`src/rtl/round_sat_pkg.sv`:
```
// Shared types and rounding-constant helper for the round_sat_pipe narrowing stage.
package round_sat_pkg;

    typedef enum logic [1:0] {
        RND_TRUNC     = 2'd0,
        RND_HALF_AWAY = 2'd1,
        RND_HALF_EVEN = 2'd2,
        RND_HALF_UP   = 2'd3
    } rnd_mode_e;

    // Constant added before dropping d LSBs; callers keep the low IN_W+1 bits.
    function automatic logic [63:0] rnd_const(rnd_mode_e mode, logic sign, logic bit_d,
                                              int unsigned d);
        logic [63:0] h;
        h = 64'd1 << (d - 1);
        case (mode)
            RND_TRUNC:     rnd_const = 64'd0;
            RND_HALF_AWAY: rnd_const = sign ? h - 64'd1 : h;
            RND_HALF_EVEN: rnd_const = h - 64'd1 + {63'd0, bit_d};
            RND_HALF_UP:   rnd_const = h;
            default:       rnd_const = 64'd0;
        endcase
    endfunction

endpackage

```
`src/rtl/round_sat_pipe_if.sv`:
```
// Handshake and data bundle for round_sat_pipe; master drives samples, slave is the DUT.
interface round_sat_pipe_if #(
    parameter int IN_W     = 35,
    parameter int OUT_W    = 17,
    parameter int CHANNELS = 1
);
    logic [CHANNELS*IN_W-1:0]  Data_i;
    logic [1:0]                Mode_i;
    logic                      Valid_i;
    logic                      Ready_o;
    logic [CHANNELS*OUT_W-1:0] Data_o;
    logic                      Valid_o;
    logic                      Ready_i;
    logic [CHANNELS-1:0]       Ovf_o;
    logic                      OvfClr_i;

    modport master (
        output Data_i, Mode_i, Valid_i, Ready_i, OvfClr_i,
        input  Ready_o, Data_o, Valid_o, Ovf_o
    );

    modport slave (
        input  Data_i, Mode_i, Valid_i, Ready_i, OvfClr_i,
        output Ready_o, Data_o, Valid_o, Ovf_o
    );
endinterface

```
`src/rtl/round_sat_lane.sv`:
```
// One channel: stage-1 rounding add, stage-2 saturate (ROUND_SAT_SATURATE_EN) or wrap.
module round_sat_lane
    import round_sat_pkg::*;
#(
    parameter int IN_W  = 35,
    parameter int OUT_W = 17
) (
    input  logic             clk_i,
    input  logic             rstn_i,
    input  logic             s1_en_i,
    input  logic             s2_en_i,
    input  logic [IN_W-1:0]  sample_i,
    input  rnd_mode_e        mode_i,
    output logic [OUT_W-1:0] data_o
`ifdef ROUND_SAT_SATURATE_EN
    ,
    output logic             ovf_o
`endif
);
    localparam int D = IN_W - OUT_W;

    logic [63:0]     rnd_k;
    logic [IN_W:0]   sum;
    logic [OUT_W:0]  s1_top_q, s1_top_d;
    logic [OUT_W-1:0] s2_data_q, s2_data_d;
    logic            ovf;
    logic            unused_bits;

    // Only the top OUT_W+1 bits of the sum survive the shift, so only they are stored.
    always_comb begin
        rnd_k    = rnd_const(mode_i, sample_i[IN_W-1], sample_i[D], D);
        sum      = {sample_i[IN_W-1], sample_i} + rnd_k[IN_W:0];
        s1_top_d = s1_en_i ? sum[IN_W:D] : s1_top_q;
        ovf      = s1_top_q[OUT_W] ^ s1_top_q[OUT_W-1];
        s2_data_d = s2_data_q;
        if (s2_en_i) begin
`ifdef ROUND_SAT_SATURATE_EN
            if (ovf)
                s2_data_d = s1_top_q[OUT_W] ? {1'b1, {(OUT_W-1){1'b0}}}
                                            : {1'b0, {(OUT_W-1){1'b1}}};
            else
                s2_data_d = s1_top_q[OUT_W-1:0];
`else
            s2_data_d = s1_top_q[OUT_W-1:0];
`endif
        end
    end

`ifdef ROUND_SAT_SATURATE_EN
    assign ovf_o       = ovf;
    assign unused_bits = ^{sum[D-1:0], rnd_k[63:IN_W+1]};
`else
    assign unused_bits = ^{sum[D-1:0], rnd_k[63:IN_W+1], ovf};
`endif

    always_ff @(posedge clk_i or negedge rstn_i) begin
        if (!rstn_i) begin
            s1_top_q  <= '0;
            s2_data_q <= '0;
        end else begin
            s1_top_q  <= s1_top_d;
            s2_data_q <= s2_data_d;
        end
    end

    assign data_o = s2_data_q;
endmodule

```
`src/rtl/round_sat_pipe.sv`:
```
// Two-stage multi-channel round/saturate pipe with valid/ready backpressure.
// Saturation and sticky Ovf_o are enabled by ROUND_SAT_SATURATE_EN; otherwise results wrap.
module round_sat_pipe
    import round_sat_pkg::*;
#(
    parameter int IN_W     = 35,
    parameter int OUT_W    = 17,
    parameter int CHANNELS = 1
) (
    input logic              Clk_i,
    input logic              Rstn_i,
    round_sat_pipe_if.slave  bus
);
    logic      s1_valid_q, s1_valid_d;
    logic      s2_valid_q, s2_valid_d;
    logic      s1_load, s2_load;
    logic      s1_en, s2_en;
    rnd_mode_e mode;

    wire [OUT_W-1:0] lane_data [CHANNELS];

    // Ready_o is combinational from Ready_i: no skid buffer behind stage 1.
    always_comb begin
        mode       = rnd_mode_e'(bus.Mode_i);
        s2_load    = !s2_valid_q || bus.Ready_i;
        s1_load    = !s1_valid_q || s2_load;
        s1_en      = s1_load && bus.Valid_i;
        s2_en      = s2_load && s1_valid_q;
        s1_valid_d = s1_load ? bus.Valid_i : s1_valid_q;
        s2_valid_d = s2_load ? s1_valid_q : s2_valid_q;
    end

    always_ff @(posedge Clk_i or negedge Rstn_i) begin
        if (!Rstn_i) begin
            s1_valid_q <= 1'b0;
            s2_valid_q <= 1'b0;
        end else begin
            s1_valid_q <= s1_valid_d;
            s2_valid_q <= s2_valid_d;
        end
    end

    assign bus.Ready_o = s1_load;
    assign bus.Valid_o = s2_valid_q;

`ifdef ROUND_SAT_SATURATE_EN
    wire                 lane_ovf [CHANNELS];
    logic [CHANNELS-1:0] ovf_q, ovf_d;
`endif

    for (genvar g = 0; g < CHANNELS; g++) begin : g_lane
        round_sat_lane #(.IN_W(IN_W), .OUT_W(OUT_W)) u_lane (
            .clk_i    (Clk_i),
            .rstn_i   (Rstn_i),
            .s1_en_i  (s1_en),
            .s2_en_i  (s2_en),
            .sample_i (bus.Data_i[g*IN_W +: IN_W]),
            .mode_i   (mode),
            .data_o   (lane_data[g])
`ifdef ROUND_SAT_SATURATE_EN
            ,
            .ovf_o    (lane_ovf[g])
`endif
        );
    end

    always_comb begin
        bus.Data_o = '0;
        for (int i = 0; i < CHANNELS; i++)
            bus.Data_o[i*OUT_W +: OUT_W] = lane_data[i];
    end

`ifdef ROUND_SAT_SATURATE_EN
    // A set landing in the same cycle as a clear survives.
    always_comb begin
        ovf_d = ovf_q & ~{CHANNELS{bus.OvfClr_i}};
        for (int i = 0; i < CHANNELS; i++)
            if (s2_en && lane_ovf[i]) ovf_d[i] = 1'b1;
    end

    always_ff @(posedge Clk_i or negedge Rstn_i) begin
        if (!Rstn_i) ovf_q <= '0;
        else         ovf_q <= ovf_d;
    end

    assign bus.Ovf_o = ovf_q;
`else
    logic unused_clr;
    assign unused_clr = bus.OvfClr_i;
    assign bus.Ovf_o  = '0;
`endif
endmodule

```
`src/flat_wrapper.sv`:
```
// flat-port wrapper written by rule: the top's interface ports become plain ports
module round_sat_pipe_flat import round_sat_pkg::*;
#(
    parameter int IN_W     = 35,
    parameter int OUT_W    = 17,
    parameter int CHANNELS = 1
)
  (Clk_i, Rstn_i, bus_Data_i, bus_Mode_i, bus_Valid_i, bus_Ready_i, bus_OvfClr_i, bus_Ready_o, bus_Data_o, bus_Valid_o, bus_Ovf_o);
  round_sat_pipe_if #(.IN_W(IN_W), .OUT_W(OUT_W), .CHANNELS(CHANNELS)) bus_i ();
  input logic Clk_i;
  input logic Rstn_i;
  input wire logic [$bits(bus_i.Data_i)-1:0] bus_Data_i;
  input wire logic [$bits(bus_i.Mode_i)-1:0] bus_Mode_i;
  input wire logic [$bits(bus_i.Valid_i)-1:0] bus_Valid_i;
  input wire logic [$bits(bus_i.Ready_i)-1:0] bus_Ready_i;
  input wire logic [$bits(bus_i.OvfClr_i)-1:0] bus_OvfClr_i;
  output wire logic [$bits(bus_i.Ready_o)-1:0] bus_Ready_o;
  output wire logic [$bits(bus_i.Data_o)-1:0] bus_Data_o;
  output wire logic [$bits(bus_i.Valid_o)-1:0] bus_Valid_o;
  output wire logic [$bits(bus_i.Ovf_o)-1:0] bus_Ovf_o;
  assign bus_i.Data_i = bus_Data_i;
  assign bus_i.Mode_i = bus_Mode_i;
  assign bus_i.Valid_i = bus_Valid_i;
  assign bus_i.Ready_i = bus_Ready_i;
  assign bus_i.OvfClr_i = bus_OvfClr_i;
  assign bus_Ready_o = bus_i.Ready_o;
  assign bus_Data_o = bus_i.Data_o;
  assign bus_Valid_o = bus_i.Valid_o;
  assign bus_Ovf_o = bus_i.Ovf_o;
  round_sat_pipe #(.IN_W(IN_W), .OUT_W(OUT_W), .CHANNELS(CHANNELS)) u_core (.Clk_i(Clk_i), .Rstn_i(Rstn_i), .bus(bus_i));
endmodule
```
`config.mk`:
```
export PLATFORM = sky130hd
export DESIGN_NAME = round_sat_pipe_flat
export DESIGN_NICKNAME = d
export VERILOG_FILES = /design/src/rtl/round_sat_pkg.sv /design/src/rtl/round_sat_pipe_if.sv /design/src/rtl/round_sat_lane.sv /design/src/rtl/round_sat_pipe.sv /design/src/flat_wrapper.sv
export SDC_FILE = /design/constraint.sdc
export NUM_CORES = 1
export LEC_CHECK = 0
export BUFFER_PORTS_ARGS = -buffer_cell sky130_fd_sc_hd__buf_2
export CORE_AREA = 4 4 78 80
export DETAILED_ROUTE_END_ITERATION = 8
export DIE_AREA = 0 0 82 84
export GPL_TIMING_DRIVEN = 0
export PLACE_DENSITY_LB_ADDON = 0.08
export RECOVER_POWER = 50
export SYNTH_ARGS = -nofsm -noshare
export SYNTH_HDL_FRONTEND = slang
export SYNTH_HIERARCHICAL = 1
export SYNTH_SLANG_ARGS = --single-unit
```
`constraint.sdc`:
```
create_clock -name Clk_i -period 3 [get_ports Clk_i]
set_input_delay 0.75 -clock Clk_i [delete_from_list [all_inputs] [get_ports Clk_i]]
set_output_delay 0.75 -clock Clk_i [all_outputs]
set_load 0.01 [all_outputs]
```
### Word level (Yosys, flattened, before mapping)

Cells that the tools add are included.

* $add $sub $neg: 2
* equality and inequality tests: 3
* muxes and demuxes: 2
* reduce and logical (&&, ||, !) cells: 7

Operators with widths (number)
* $pmux W35 S4: 1
* $add A35 B35 Y35: 1
* $add A17 B1 Y18 const A: 1
* $mux W18: 1
* $eq A2 B2 Y1 const B: 2
* $eq A2 B1 Y1 const B: 1
* $logic_and A1 B1 Y1: 2
* $logic_not A1 Y1: 2
* $logic_not A2 Y1: 1
* $logic_or A1 B1 Y1: 2

* flip-flop bits (word level): 36
* input port bits: 42
* output and inout port bits: 20
* word-level logic and storage cells: 18

### Depth between registers and ports, before layout

Gate-level depths: netlist of the first run.

* depth after elaboration: 4
* mapped depth: 11
* gate-level depth less buffers: 10

### Hierarchy

Netlist of the first run, hierarchy kept.

Modules (own cells, without submodules)
* round_sat_lane: times used 1, cells each 211, area an instance 2237.1 um2, seq. area each 850.8 um2
* round_sat_pipe: times used 1, cells each 10, area an instance 115.1 um2, seq. area each 50.0 um2

### Worst setup path before layout of the first run

No wires, ideal clock.

* path type: input port to flip-flop
* start point: input bus_Data_i[34]
* end point: register u_core.g_lane[0].u_lane.s1_top_q[10]
* setup time: 0.125 ns
* data arrival time: 3.217 ns
* required time: 2.875 ns
* path slack: -0.341 ns
* cell stages on the path: 10
* buffers on the path: 0
* cells stage by stage: and3b_2 > or2_2 > ha_1 > a21o_2 > a21oi_1 > a2111oi_4 > o31ai_1 > a211oi_1 > xor2_1 > mux2_2

* longest elaborated chain between the ends: 3

RTL lines
* start: declaration: line flat_wrapper.sv:12 `input wire logic [$bits(bus_i.Data_i)-1:0] bus_Data_i;`
* $mux W18: line round_sat_pkg.sv:18 `RND_HALF_AWAY: rnd_const = sign ? h - 64'd1 : h;`
* $pmux W35 S4: line round_sat_pkg.sv:16 `case (mode)`
* $add A35 B35 Y35: line round_sat_lane.sv:32 `sum = {sample_i[IN_W-1], sample_i} + rnd_k[IN_W:0];`
* end signal: assignment: line round_sat_lane.sv:61 `s1_top_q <= s1_top_d;`
* end: declaration: line round_sat_lane.sv:24 `logic [OUT_W:0] s1_top_q, s1_top_d;`

No other way between the ends. The select of a mux whose other input is x is not followed.
A chain may end at the register's enable or synchronous reset.

### Final worst setup path of the first run

* start point: input bus_Mode_i[0]
* end point: register u_core.g_lane[0].u_lane.s1_top_q[15]

* longest elaborated chain between the ends: 3
* elaborated cells between the ends (all ways): 6
* those cells by class: 1 x add/sub; 3 x eq/ne; 1 x mux; 1 x reduce/logical

RTL lines
* start: declaration: line flat_wrapper.sv:13 `input wire logic [$bits(bus_i.Mode_i)-1:0] bus_Mode_i;`
* $eq A2 B2 Y1, or another cell as far along: line round_sat_pkg.sv:16
* $pmux W35 S4 *: line round_sat_pkg.sv:16
* $add A35 B35 Y35 *: line round_sat_lane.sv:32

Every way passes the cells marked *; elsewhere a longest branch is shown, timed or not. The select of a mux whose other input is x is not followed.

==> impl_metrics.tcl, run 1 <==
set metrics [dict create \
    fp.dieW_um 82 \
    reg2reg_to "u_core/g_lane[0].u_lane/s1_top_q[10]" \
    clk_latency_ns 0.29 \
    design_area_um2 3200 \
    wl_met2_um 2860 \
    tritoncts "yes" \
    dieArea_um2 6890 \
    holdWs_ns 0.494 \
    drtAntennaViolNets 0 \
    ys_async_sr_fraction 1.00 \
    maxCapViolCount 1 \
    rows 27 \
    synth.avg_cell_area_um2 10.6 \
    fin_worst_skew_ns 0.00653 \
    hold_buffers 0 \
    endpoint_kind "register" \
    grt_pass1_wl_um 8780 \
    synth-seq-area-share 0.383 \
    core_area_um2 5410 \
    period_minus_slack_ns 3.11 \
    crit_path_start "bus_Mode_i[0]" \
    vdd_drop_max_mv 0.268 \
    fin_cells 372 \
    power_per_cell_area_nw_per_um2 475 \
    clock-root-buffer "clkbuf_8" \
    cts_max_level 2 \
    cts.sinks 36 \
    cp.required_ns 3.17 \
    initial_core_util 0.435 \
    route.detailed.drc 0 \
    p_int_w 0.00109 \
    critPathKind "input pin to register" \
    combPwrFrac 0.286 \
    dpl.hpwl_um 3940 \
    worst_pin_slew_ns 1.91 \
    routed-via-count 1977 \
    status "finished with violations" \
    grt_setup_unrepaired "true" \
    worst-r2r-setup-slack_ns 0.99 \
    drt_wl_total_um 5630 \
    nFillCells 478 \
    syn-instance-count 221 \
    grt_pass1_vias 1947 \
    fmax_mhz 322 \
    pwr-share-seq 0.408 \
    synthToLayoutAreaGrowth_pct 36.2 \
    p_leak_nw 1.31 \
    io_buffers 58 \
    maxSlewViolCount 37 \
    io_pins 62 \
    setup_violations 4 \
    viasPerCell 5.31 \
    violations "max-capacitance violations, max-slew violations, negative setup slack" \
    hold_class "register to register" \
    layout-drive-gt1-share 0.457 \
    r2r_start "u_core/bus.Valid_o" \
    syn_nets 280 \
    pre_cts_ws_ns -0.547 \
    cts_buffer_depth 2 \
    grt_max_degree 37 \
    synth.distinct_cells 48 \
    cts_inserted_buffers 5 \
    max-slew-margin-rel -0.271 \
    cp.arrival_ns 3.28 \
    place_congestion 0.776 \
    dpl_cell_area_um2 2750 \
    p_sw_w 0.000438 \
    synth-seq-cells 36 \
    finalCritPeriodShare 1.04 \
    met3_length_um 244 \
    crit_fanout 8 \
    grtUsageTotal 0.163 \
    yosys_warnings 6 \
    setup_ws_ns -0.109 \
    fp.dieH_um 84 \
    ff2ff_path_depth 4 \
    antenna_found_initial 0 \
    diodes 0 \
    drt_pass1_iterations 4 \
    ys.flop_type "dfrtp_1" \
    pwr-share-clk 0.305 \
    routed.top_layer "met4" \
    clkTransAtPathRegs_ns 0.08 \
    wl_per_cell_um 15.1 \
    multiInputGateArea_um2 1590 \
    fin_nets 358 \
    dp_cells 351 \
    seq_area_um2 901 \
    wl_met1_um 2440 \
    synth_edf_count 0 \
    synth.cell_area_um2 2350 \
    critPathLaunchType "input pin" \
    p_sw_frac 0.288 \
    hold_viol 0 \
    critPathCapture "u_core/g_lane[0].u_lane/s1_top_q[15]" \
    grt_overflow 0 \
    drt_iter0_drc 80 \
]
## synthesized netlist by cell type (2+ instances only)
| library cell | count | share of area |
|---|---|---|
| a2111oi_4 | 3 | 0.035 |
| a211oi_1 | 7 | 0.022 |
| a21o_1 | 3 | 0.0096 |
| a21o_2 | 2 | 0.0074 |
| a21oi_1 | 27 | 0.057 |
| and3_2 | 2 | 0.0064 |
| and4_1 | 3 | 0.011 |
| clkbuf_1 | 2 | 0.0032 |
| clkbuf_8 | 2 | 0.012 |
| dfrtp_1 | 36 | 0.38 |
| ha_1 | 17 | 0.090 |
| inv_1 | 5 | 0.0080 |
| mux2_2 | 18 | 0.086 |
| nand2_1 | 14 | 0.022 |
| nand2b_1 | 3 | 0.0080 |
| nand3_1 | 3 | 0.0064 |
| nand4_1 | 6 | 0.016 |
| nor2_1 | 17 | 0.027 |
| o21a_1 | 2 | 0.0064 |
| o21ai_0 | 8 | 0.017 |
| o31ai_1 | 2 | 0.0064 |
| xnor2_1 | 13 | 0.048 |
## worst max-delay path, cell delays in order
cell and delay, ns:
buf_8 0.10, and3b_2 0.22, or2_4 0.32, ha_4 0.29, and4_1 0.21, o21ai_2 0.09, a2111oi_4 0.28, buf_4 0.18
o311ai_4 0.14, buf_12 0.17, a2111oi_4 0.29, xnor2_1 0.16, a21oi_1 0.08
## state kept, by name (all words and copies together), names as in the netlist
name / cells
u_core/bus.Valid_o: 1
u_core/g_lane.u_lane/data_o: 17
u_core/s1_valid_q: 1
u_core/g_lane.u_lane/s1_top_q: 17
## power by group through the flow
stage / clock (W) / sequential [W] / combinational, W
2_1_floorplan: 0 / 0.000658 / 0.000214
3_3_place_gp: 0 / 0.000632 / 0.000389
3_5_place_dp: 0 / 0.000634 / 0.000391
4_1_cts: 0.000479 / 0.000624 / 0.000408
5_1_grt: 0.000496 / 0.000635 / 0.000483
6_report: 0.000465 / 0.000621 / 0.000436
## stage by stage
step | setup TNS, ns | utilization | total power, W
floorplan | -0.301 | - | 0.000872
global placement | -6.06 | 0.509 | 0.00102
detailed placement | -5.84 | 0.509 | 0.00103
CTS | -0.224 | 0.555 | 0.00151
global route | -0.906 | 0.593 | 0.00161
finish | -0.223 | 0.593 | 0.00152
## placed cells by master, fill, tap and decap left out, types with 4 or more instances in the layout
cell type / n
ha_4: 8
buf_6: 4
o21ai_0: 6
buf_4: 10
buf_2: 52
a21oi_4: 4
mux2_2: 18
a211oi_2: 4
nor2_1: 17
dfrtp_1: 36
inv_1: 5
ha_1: 9
a21oi_1: 20
clkbuf_8: 9
nand2_1: 13
nand4_1: 6
xnor2_1: 13
clkbuf_1: 6
## kinds of logic after synthesis
kind of cell / share of synthesized area
compound gates: 0.202
xor+xnor: 0.0521
fa+ha+maj: 0.0904
buf+inv: 0.0351
flops: 0.383
mux: 0.0862
other cells: 0.00159
simple gates: 0.149
## repair_timing
| item | in CTS | in global routing |
|---|---|---|
| resized for setup | 13 | 26 |
| buffers inserted | 5 | 9 |
| pin swaps | 15 | 24 |
| cloned | 1 | 0 |
| endpoints found under the setup margin | 12 | 15 |
## cell type report
type                    instances  area share
multi-input cells             174       0.497
inverters                       5     0.00586
clock inverters                 1     0.00937
repair buffers                 70       0.128
clock buffers                   7      0.0301
flip-flops and latches         36       0.281
plain buffers                   7      0.0199
well taps                      72      0.0281
## metal layers
metal | global-route usage | vias to the layer above
li1 | - | 969
met1 | 0.206 | 948
met2 | 0.277 | 51
met3 | 0.0313 | 9
met4 | 0.0453 | 0
met5 | 0 | -
## how the worst min path moves through the flow
| stage | end | start | slack [ns] | cells after the start |
|---|---|---|---|---|
| finish | u_core/g_lane[0].u_lane/s1_top_q[1] | u_core/g_lane[0].u_lane/s1_top_q[1] | 0.49 | 2 |
| global route | u_core/g_lane[0].u_lane/data_o[2] | u_core/g_lane[0].u_lane/data_o[2] | 0.51 | 1 |
| CTS | u_core/g_lane[0].u_lane/s1_top_q[1] | u_core/g_lane[0].u_lane/s1_top_q[1] | 0.50 | 2 |
| detailed placement | u_core/g_lane[0].u_lane/s1_top_q[1] | u_core/g_lane[0].u_lane/s1_top_q[1] | 0.48 | 2 |
| global placement | u_core/g_lane[0].u_lane/data_o[11] | u_core/g_lane[0].u_lane/data_o[11] | 0.48 | 1 |
| floorplan | u_core/bus.Valid_o | Rstn_i | 0.45 | 0 |
(Power assumes the default switching activity.)
==> inputs of run 2 (changes only) <==
==> constraint.sdc (replaced) <==
create_clock -name Clk_i -period 3 [get_ports Clk_i]
set_input_delay 0.15 -clock Clk_i [delete_from_list [all_inputs] [get_ports Clk_i]]
set_output_delay 0.15 -clock Clk_i [all_outputs]
set_load 0.01 [all_outputs]
==> impl_metrics.tcl, run 2 (same netlist as run 1, synthesis figures left out) <==
set metrics [dict create \
    core_area_um2 5410 \
    maxCapViolCount 1 \
    drt_iter0_drc 72 \
    grt_overflow 0 \
    grtUsageTotal 0.159 \
    worst-r2r-setup-slack_ns 0.98 \
    cts_setup_buffers 0 \
    worstHoldPathCells 2 \
    power_per_cell_area_nw_per_um2 484 \
    max-slew-margin-rel -0.297 \
    route.detailed.drc 0 \
    ff2ff_path_depth 5 \
    critPathLaunchType "input pin" \
    wl_per_cell_um 14.3 \
    rows 27 \
    grt_setup_unrepaired "false" \
    drt_wl_total_um 5130 \
    io_pins 62 \
    cts_buffer_depth 2 \
    tritoncts "yes" \
    power.total_w 0.00136 \
    nFillCells 520 \
    initial_core_util 0.435 \
    violations "max-capacitance violations, max-slew violations" \
    antenna_found_initial 0 \
    final_common_cell "buf_2" \
    routed-via-count 1866 \
    cts.sinks 36 \
    diodes 0 \
    period_minus_slack_ns 2.82 \
    grt_max_degree 37 \
    cts_inserted_buffers 5 \
    cp_cell_sequence "buf_2, and3b_2, or2_2, ha_1, and4_2, and3_2, and3b_1, a22oi_1, a211oi_1, xnor2_1, a21oi_1" \
    dpl.hpwl_um 4050 \
    setup_violations 0 \
    place_congestion 0.771 \
    cp.arrival_ns 2.98 \
    vdd_drop_max_mv 0.217 \
    synthToLayoutAreaGrowth_pct 19.5 \
    grtUsageMet3 0.0270 \
    fin_worst_skew_ns 0.00329 \
    grt_most_used_layer "met2" \
    grt_pass1_wl_um 8640 \
    clkTransAtPathRegs_ns 0.07 \
    crit_fanout 16 \
    clock-root-buffer "clkbuf_8" \
    clk_latency_ns 0.28 \
    seq_area_um2 901 \
    multiInputGateArea_um2 1370 \
    slowest_stage "a22oi_1" \
    fmax_mhz 355 \
    mostFrequentLayoutCells "buf_2 (38), dfrtp_1 (36), a21oi_1 (27)" \
    fp.dieW_um 82 \
    tns_ns 0 \
    fin_nets 346 \
    slowest_delay_ns 0.51 \
    hold_class "input pin to register" \
    cts_max_level 2 \
    critPathKind "input pin to register" \
    grt_pass1_vias 1873 \
    endpoint_kind "register" \
    io_buffers 58 \
    fp.dieH_um 84 \
    finalCritPeriodShare 0.939 \
    maxSlewViolCount 37 \
    worst_pin_slew_ns 1.95 \
    grt_use_met2 0.265 \
    hold_viol 0 \
    dieArea_um2 6890 \
    status "finished with violations" \
    p_leak_nw 1.19 \
    cp.required_ns 3.16 \
    viasPerCell 5.20 \
    drtAntennaViolNets 0 \
    layout-drive-gt1-share 0.296 \
    met1_usage 0.203 \
    drt_pass1_iterations 4 \
]
run 2: cell count changes in the layout (fill, tap and decap cells not counted), moves of 5 or more:
cell | previous run | this run
clkbuf_1 | 6 | 22
buf_2 | 52 | 38
buf_4 | 10 | 1
ha_1 | 9 | 17
ha_4 | 8 | 0
a21oi_1 | 20 | 27
a211oi_1 | 2 | 7
run 2: per-stage QoR:
stage,setup WS (ns),hold WS (ns),std cells,area [um^2],utilization
4_1_cts,0.146,0.0628,359,2840,0.526
2_1_floorplan,0.259,-0.146,221,2350,-
3_3_place_gp,-0.315,0.292,351,2730,0.506
5_1_grt,0.0487,0.0840,359,2810,0.520
3_5_place_dp,-0.329,0.285,351,2730,0.506
6_report,0.184,0.0717,359,2810,0.520
run 2: routing by layer:
layer  wire, um  vias up
met3        205        4
met2       2550       42
li1           -      947
met4         58        0
met1       2310      873
met5          0        -
run 2: area by class of cell:
cell class                 count  share of cell area
buffer                         7              0.0227
clock buffer                   7              0.0343
inverter                       5             0.00668
multi-input combinational    173               0.486
sequential                    36               0.321
tap                           72              0.0321
timing repair buffer          59              0.0980
run 2: path summary, 6_finish.rpt:
check,startpoint,end
setup / recovery,bus_Data_i[34],u_core/g_lane[0].u_lane/s1_top_q[13]
hold / removal,bus_Valid_i,u_core/s1_valid_q
setup reg to reg,u_core/bus.Valid_o,u_core/g_lane[0].u_lane/data_o[10]
hold reg to reg,u_core/g_lane[0].u_lane/s1_top_q[1],u_core/g_lane[0].u_lane/s1_top_q[1]
max in group asynchronous,Rstn_i,u_core/g_lane[0].u_lane/data_o[13]
min in group asynchronous,Rstn_i,u_core/bus.Valid_o
run 2: worst max-delay path, delay by kind of cell:
kind                       cells  cell delay, ns
and+or+nand+nor                5            1.28
AOI/OAI and AO/OA              3            0.82
adders and majority gates      1            0.39
xor gates and xnor gates       1            0.21
buffers and inverters          1            0.13
run 2: timing repair:
item / CTS / global route
hold buffers: 1 / 0
resized for setup: 1 / 0
hold endpoints to repair: 36 / 0
setup endpoints to repair: 1 / 0
run 2: power by group:
group | switching [W] | leakage (nW) | internal, W
Clock | 0.000159 | 0.0503 | 0.000204
Sequential | 0.0000460 | 0.405 | 0.000579
Combinational | 0.000199 | 0.734 | 0.000171
Total | 0.000405 | 1.19 | 0.000955
